### src/rtl/cnt_seq.sv
// -----------------------------------------------------------------------------
// cnt_seq -- command sequencer for a loadable up-counter.
//
// Accepts (start, length) commands over a valid/ready handshake. For each
// command the counter is loaded with `start`, then enabled for exactly
// `length` cycles, and completion is signalled with a one-cycle `done` pulse.
// `abort` cancels a command that is in LOAD or RUN.
//
// Optional feature (macro CNT_SEQ_CHECK_EN):
//   defined     -> the expected final count is kept and compared against the
//                  counter feedback in DONE; `err` pulses and `err_sticky`
//                  latches on a mismatch.
//   not defined -> no expected-value register, `cnt_q` is ignored,
//                  `err`/`err_sticky` are tied low.
//
// Ports:
//   clk         clock, all state changes on the rising edge
//   rst_n       synchronous active-low reset
//   cmd_valid   command present
//   cmd_ready   sequencer can accept a command (IDLE only)
//   cmd_start   value loaded into the counter
//   cmd_len     number of enable cycles (0 .. 2^WIDTH-1)
//   abort       cancel the command in progress (LOAD/RUN only)
//   cnt_rst     counter rst (active-high), asserted in INIT
//   cnt_load    counter load, asserted in LOAD
//   cnt_enab    counter enab, asserted in RUN
//   cnt_val     counter cnt_in, last captured start (0 after reset)
//   cnt_q       counter cnt_out feedback
//   busy        high in LOAD, RUN and DONE
//   done        one-cycle completion pulse (DONE state)
//   aborted     one-cycle pulse the cycle after an accepted abort
//   err         one-cycle pulse the cycle after a failed final-count check
//   err_sticky  latched mismatch, cleared only by reset
// -----------------------------------------------------------------------------
module cnt_seq #(
  parameter int WIDTH = 5
) (
  input  logic             clk,
  input  logic             rst_n,
  input  logic             cmd_valid,
  output logic             cmd_ready,
  input  logic [WIDTH-1:0] cmd_start,
  input  logic [WIDTH-1:0] cmd_len,
  input  logic             abort,
  output logic             cnt_rst,
  output logic             cnt_load,
  output logic             cnt_enab,
  output logic [WIDTH-1:0] cnt_val,
  input  logic [WIDTH-1:0] cnt_q,
  output logic             busy,
  output logic             done,
  output logic             aborted,
  output logic             err,
  output logic             err_sticky
);

  typedef enum logic [2:0] {
    INIT = 3'd0,
    IDLE = 3'd1,
    LOAD = 3'd2,
    RUN  = 3'd3,
    DONE = 3'd4
  } state_t;

  state_t           state_reg, state_next;
  logic [WIDTH-1:0] start_reg, start_next;
  logic [WIDTH-1:0] remain_reg, remain_next;
  logic             aborted_reg;
  logic             abort_hit;
  logic             accept;

  assign accept    = (state_reg == IDLE) && cmd_valid;
  // abort only has an effect while a command is actually driving the counter
  assign abort_hit = abort && ((state_reg == LOAD) || (state_reg == RUN));

  // ---------------------------------------------------------------------------
  // Next-state logic
  // ---------------------------------------------------------------------------
  always_comb begin
    state_next  = state_reg;
    start_next  = start_reg;
    remain_next = remain_reg;
    case (state_reg)
      INIT: state_next = IDLE;
      IDLE: begin
        if (cmd_valid) begin
          start_next  = cmd_start;
          remain_next = cmd_len;
          state_next  = LOAD;
        end
      end
      LOAD: begin
        // remain still holds the captured length here
        if (abort_hit)               state_next = IDLE;
        else if (remain_reg != '0)   state_next = RUN;
        else                         state_next = DONE;
      end
      RUN: begin
        remain_next = remain_reg - 1'b1;
        // abort wins over the normal exit on the last enable cycle
        if (abort_hit)               state_next = IDLE;
        else if (remain_reg == 1)    state_next = DONE;
      end
      DONE:    state_next = IDLE;
      default: state_next = INIT;
    endcase
  end

  always_ff @(posedge clk) begin
    if (!rst_n) begin
      state_reg   <= INIT;
      start_reg   <= '0;
      remain_reg  <= '0;
      aborted_reg <= 1'b0;
    end else begin
      state_reg   <= state_next;
      start_reg   <= start_next;
      remain_reg  <= remain_next;
      aborted_reg <= abort_hit;
    end
  end

  // ---------------------------------------------------------------------------
  // Moore output decodes
  // ---------------------------------------------------------------------------
  assign cnt_rst   = (state_reg == INIT);
  assign cmd_ready = (state_reg == IDLE);
  assign cnt_load  = (state_reg == LOAD);
  assign cnt_enab  = (state_reg == RUN);
  assign done      = (state_reg == DONE);
  assign busy      = (state_reg == LOAD) || (state_reg == RUN) || (state_reg == DONE);
  assign cnt_val   = start_reg;
  assign aborted   = aborted_reg;

  // ---------------------------------------------------------------------------
  // Final-count checker
  // ---------------------------------------------------------------------------
`ifdef CNT_SEQ_CHECK_EN
  logic [WIDTH-1:0] expect_reg, expect_next;
  logic             err_reg, err_sticky_reg;
  logic             mismatch;

  always_comb begin
    expect_next = expect_reg;
    if (accept) expect_next = WIDTH'(cmd_start + cmd_len);  // wraps mod 2^WIDTH
  end

  // the counter registers its controls one edge late, so cnt_q is final in DONE
  assign mismatch = (state_reg == DONE) && (cnt_q != expect_reg);

  always_ff @(posedge clk) begin
    if (!rst_n) begin
      expect_reg     <= '0;
      err_reg        <= 1'b0;
      err_sticky_reg <= 1'b0;
    end else begin
      expect_reg     <= expect_next;
      err_reg        <= mismatch;
      err_sticky_reg <= err_sticky_reg | mismatch;
    end
  end

  assign err        = err_reg;
  assign err_sticky = err_sticky_reg;
`else
  logic unused_check;
  assign unused_check = ^{cnt_q, accept};
  assign err          = 1'b0;
  assign err_sticky   = 1'b0;
`endif

endmodule

### config.mk
export PLATFORM = sky130hd
export DESIGN_NAME = cnt_seq
export DESIGN_NICKNAME = d
export VERILOG_FILES = /design/src/rtl/cnt_seq.sv
export SDC_FILE = /design/constraint.sdc
export NUM_CORES = 1
export LEC_CHECK = 0
export ABC_AREA = 0
export CAP_MARGIN = 25
export CORE_MARGIN = 5
export CORE_UTILIZATION = 46
export CTS_CLUSTER_DIAMETER = 50
export DETAILED_ROUTE_END_ITERATION = 10
export HOLD_SLACK_MARGIN = 0.02
export MAX_ROUTING_LAYER = met4
export PLACE_DENSITY = 0.83
export SLEW_MARGIN = 10
export SYNTH_ARGS = -nofsm -noshare
export SYNTH_HDL_FRONTEND = slang
export SYNTH_SLANG_ARGS = --single-unit
### constraint.sdc
create_clock -name clk -period 2.1 [get_ports clk]
set_input_delay 0.21 -clock clk [delete_from_list [all_inputs] [get_ports clk]]
set_output_delay 0.21 -clock clk [all_outputs]
set_load 0.05 [all_outputs]
==> out/metrics.csv, run 1 <==
stage;metric;value;unit
setup_path;rr_worst_depth;4;
synthesis;netlist.area_leader.share;32.7;%
synthesis;yosys_warnings;0;
cts;root_buffer;clkbuf_4;
setup_path;max_stage_delay;820;ps
layout;utilization;64.4;%
setup_path;crit_cells;2;
global_route;grt_pass1_wl;2.92;mm
route;drc_errors;0;
setup_path;endpoint;cnt_rst;
setup_path;reg2reg_slack;670;ps
sta;worstMarginPinSlew;516;ps
global_route;grt_pass1_vias;677;
cts;cts_resized;0;
sta;tns;0;ps
pwr;ir_drop;0.491;mV
global_route;grt-ovfl-total;0;
floorplan;rows;15;
setup_path;start_kind;flop;
layout;drive_gt1_share;17.5;%
sta;max_slew_margin;65.5;%
hold_path;hold_class;flop to flop;
floorplan;die_x;53.1;um
setup_path;reg2reg_from;state_reg[1];
setup_path;end_kind;output pin;
setup_path;rr_endpoint;remain_reg[4];
layout;synthToLayoutAreaGrowth;31.3;%
cts;h-tree-depth;1;
global_route;grt_usage;14.4;%
floorplan;start_util;49.0;%
placement;place_area;1090;um^2
sta;period_minus_slack;1940;ps
setup_path;crit_type;flop to output pin;
route;via_per_inst;5.21;
synthesis;syn_area_per_cell;8.82;um^2
cts;clock_latency;280;ps
pwr;leakage;0.427;nW
run;cap_violations;0;
setup_path;cp_max_fo;11;
setup_path;arrival;1730;ps
cts;cts_tree;yes;
route;vias;755;
cts;clk_path_buf_depth;2;
cts;post-cts-setup-buffers;0;
sta;finalSetupViolations;0;
cts;cts.sinks;14;
setup_path;startpoint;state_reg[2];
cts;ctsHoldBuffers;0;
cts;path_clk_slew;90;ps
synthesis;synth_seq_area_share;32.7;%
sta;drv_slew;0;
layout;fillerInstances;165;
placement;port_buffers;25;
route;drt-initial-drc-count;9;
floorplan;dieArea;2820;um^2
sta;fin_skew;0.549;ps
floorplan;coreArea;1750;um^2
sta;max_freq;514;MHz
cts;numCtsBuffers;3;
sta;grt_setup_unrepaired;false;
synthesis;ys_ff_latch;14;
sta;finalCritPeriodShare;92.6;%
run_status;status;finished, final reports clean;
synthesis;synth_top_area_cell;dfxtp_1;
layout;final_area;1120;um^2
synthesis;synthesis.instances;97;
layout;nets;143;
pwr;total_power;782;uW
placement;gp_congestion;0.856;
synthesis;netlist-cell-type-count;38;
global_route;antenna_found_initial;0;
route;wirelength;1.85;mm
route;postRouteAntennaNets;0;
floorplan;io_pins;33;
setup_path;crit_chain;nor3_1, clkdlybuf4s50_1;
route;drt-pass1-iter-count;4;
setup_path;required;1890;ps
pwr;power_density;696;nW/um^2
layout;n_antenna_cell;0;
synthesis;synth_area_leaders;dfxtp_1 33%, nand2_1 5.7%, a211oi_2 4.4%, a21boi_0 4.4%, ha_1 4.4%;
sta;hold_viol_final;0;
global_route;grt_max_degree;16;
setup_path;path_buf_inv;1;
synthesis;syn_area;856;um^2
setup_path;path_delay_family;buffers and inverters;
placement;hpwl;1.37;mm
route;wire_per_inst;12.7;um
floorplan;fp.dieH;53.1;um
setup_path;cp_slowest_cell;clkdlybuf4s50_1;
## tightest hold or removal path, cell delays in order, from the launching register on
cell      delay, ps
dfxtp_1         320
nand2_1          40
a21boi_0         60
## cell usage in the layout (no fill, tap or decap), types with 2 or more instances in the layout
cell type and n:
nand3b_1 4, conb_1 2, nor2_1 2, dfxtp_1 14
o21ai_0 3, buf_4 7, nor2b_1 2, a211oi_2 3
clkbuf_4 3, ha_1 3, inv_1 6, clkdlybuf4s50_1 20
nor3b_1 2, mux2i_1 3, nand2_1 13, o221ai_1 2
nor3_1 4, o31ai_2 2, a21boi_0 5
## synthesized netlist by cell type
library cell,number
buf_6,2
and3_1,1
nor3_1,5
a31oi_1,1
o311a_1,1
inv_2,1
a21boi_1,1
nand4bb_2,1
nand3_1,1
nand2b_1,1
buf_2,4
a211oi_2,3
nand4b_1,1
o2111a_1,1
ha_1,3
nor2b_1,2
o31ai_2,2
a22oi_1,1
conb_1,1
a211oi_1,1
mux2i_1,3
nor2_1,2
o221ai_1,2
nor4b_2,1
o22ai_1,1
nand3b_1,4
clkbuf_1,1
inv_1,6
and4bb_1,1
buf_4,2
and2b_1,1
nor3b_1,2
o21ai_0,3
or2_2,1
a21oi_1,1
a21boi_0,5
nand2_1,13
dfxtp_1,14
## logic make-up after synthesis
logic type	after synthesis	synth area share, %
buffers and inverters	16	10.2
multiplexers	3	3.51
adder cells (fa/ha/maj)	3	4.39
AO/OA/AOI/OAI	23	22.7
flip-flops	14	32.7
other	1	0.438
AND/OR/NAND/NOR	37	26.0
## routing by layer
metal	vias to the layer above	wire length, um	GRT usage, %
li1	391	-	-
met1	340	882	18.6
met3	0	108	1.69
met2	24	857	23.1
met5	-	0	-
met4	0	0	5.11
## power breakdown
group / internal (mW) / switching [mW]
sequential: 0.287 / 0.0220
combinational: 0.114 / 0.163
clock: 0.105 / 0.0902
total: 0.507 / 0.275
## area by class of cell
type | instances | area (um^2) | share of cell area (%)
repair buffers | 27 | 253 | 22.5
flip-flops and latches | 14 | 280 | 24.9
inverters | 7 | 26.3 | 2.34
well taps | 25 | 31.3 | 2.78
clock buffers | 4 | 36.3 | 3.23
multi-input cells | 68 | 497 | 44.2
## through the flow
step | std cells | setup slack, ps | hold WS [ps]
after floorplan | 98 | 83.2 | 275
after global placement | 141 | 487 | 451
after detailed placement | 141 | 448 | 460
after CTS | 145 | 152 | 472
after global routing | 145 | 51.1 | 489
final | 145 | 156 | 469
## worst min-delay path by stage
stage                             from            to  slack, ps  cells after the start
after floorplan                  abort  state_reg[2]        270                      1
after global placement      cnt_val[2]    cnt_val[2]        450                      2
after detailed placement    cnt_val[2]    cnt_val[2]        460                      2
after CTS                   cnt_val[2]    cnt_val[2]        470                      2
after global routing      cmd_start[0]    cnt_val[0]        490                      3
final                       cnt_val[2]    cnt_val[2]        470                      2
(Power assumes the default switching activity.)
==> inputs of run 2 (changes only) <==
Settings changed: CTS_CLUSTER_SIZE from default to 8, HOLD_SLACK_MARGIN 0.02 to 0.05.
==> results of run 2 <==
The final DEF is identical to that of run 1; final timing and power are the same.
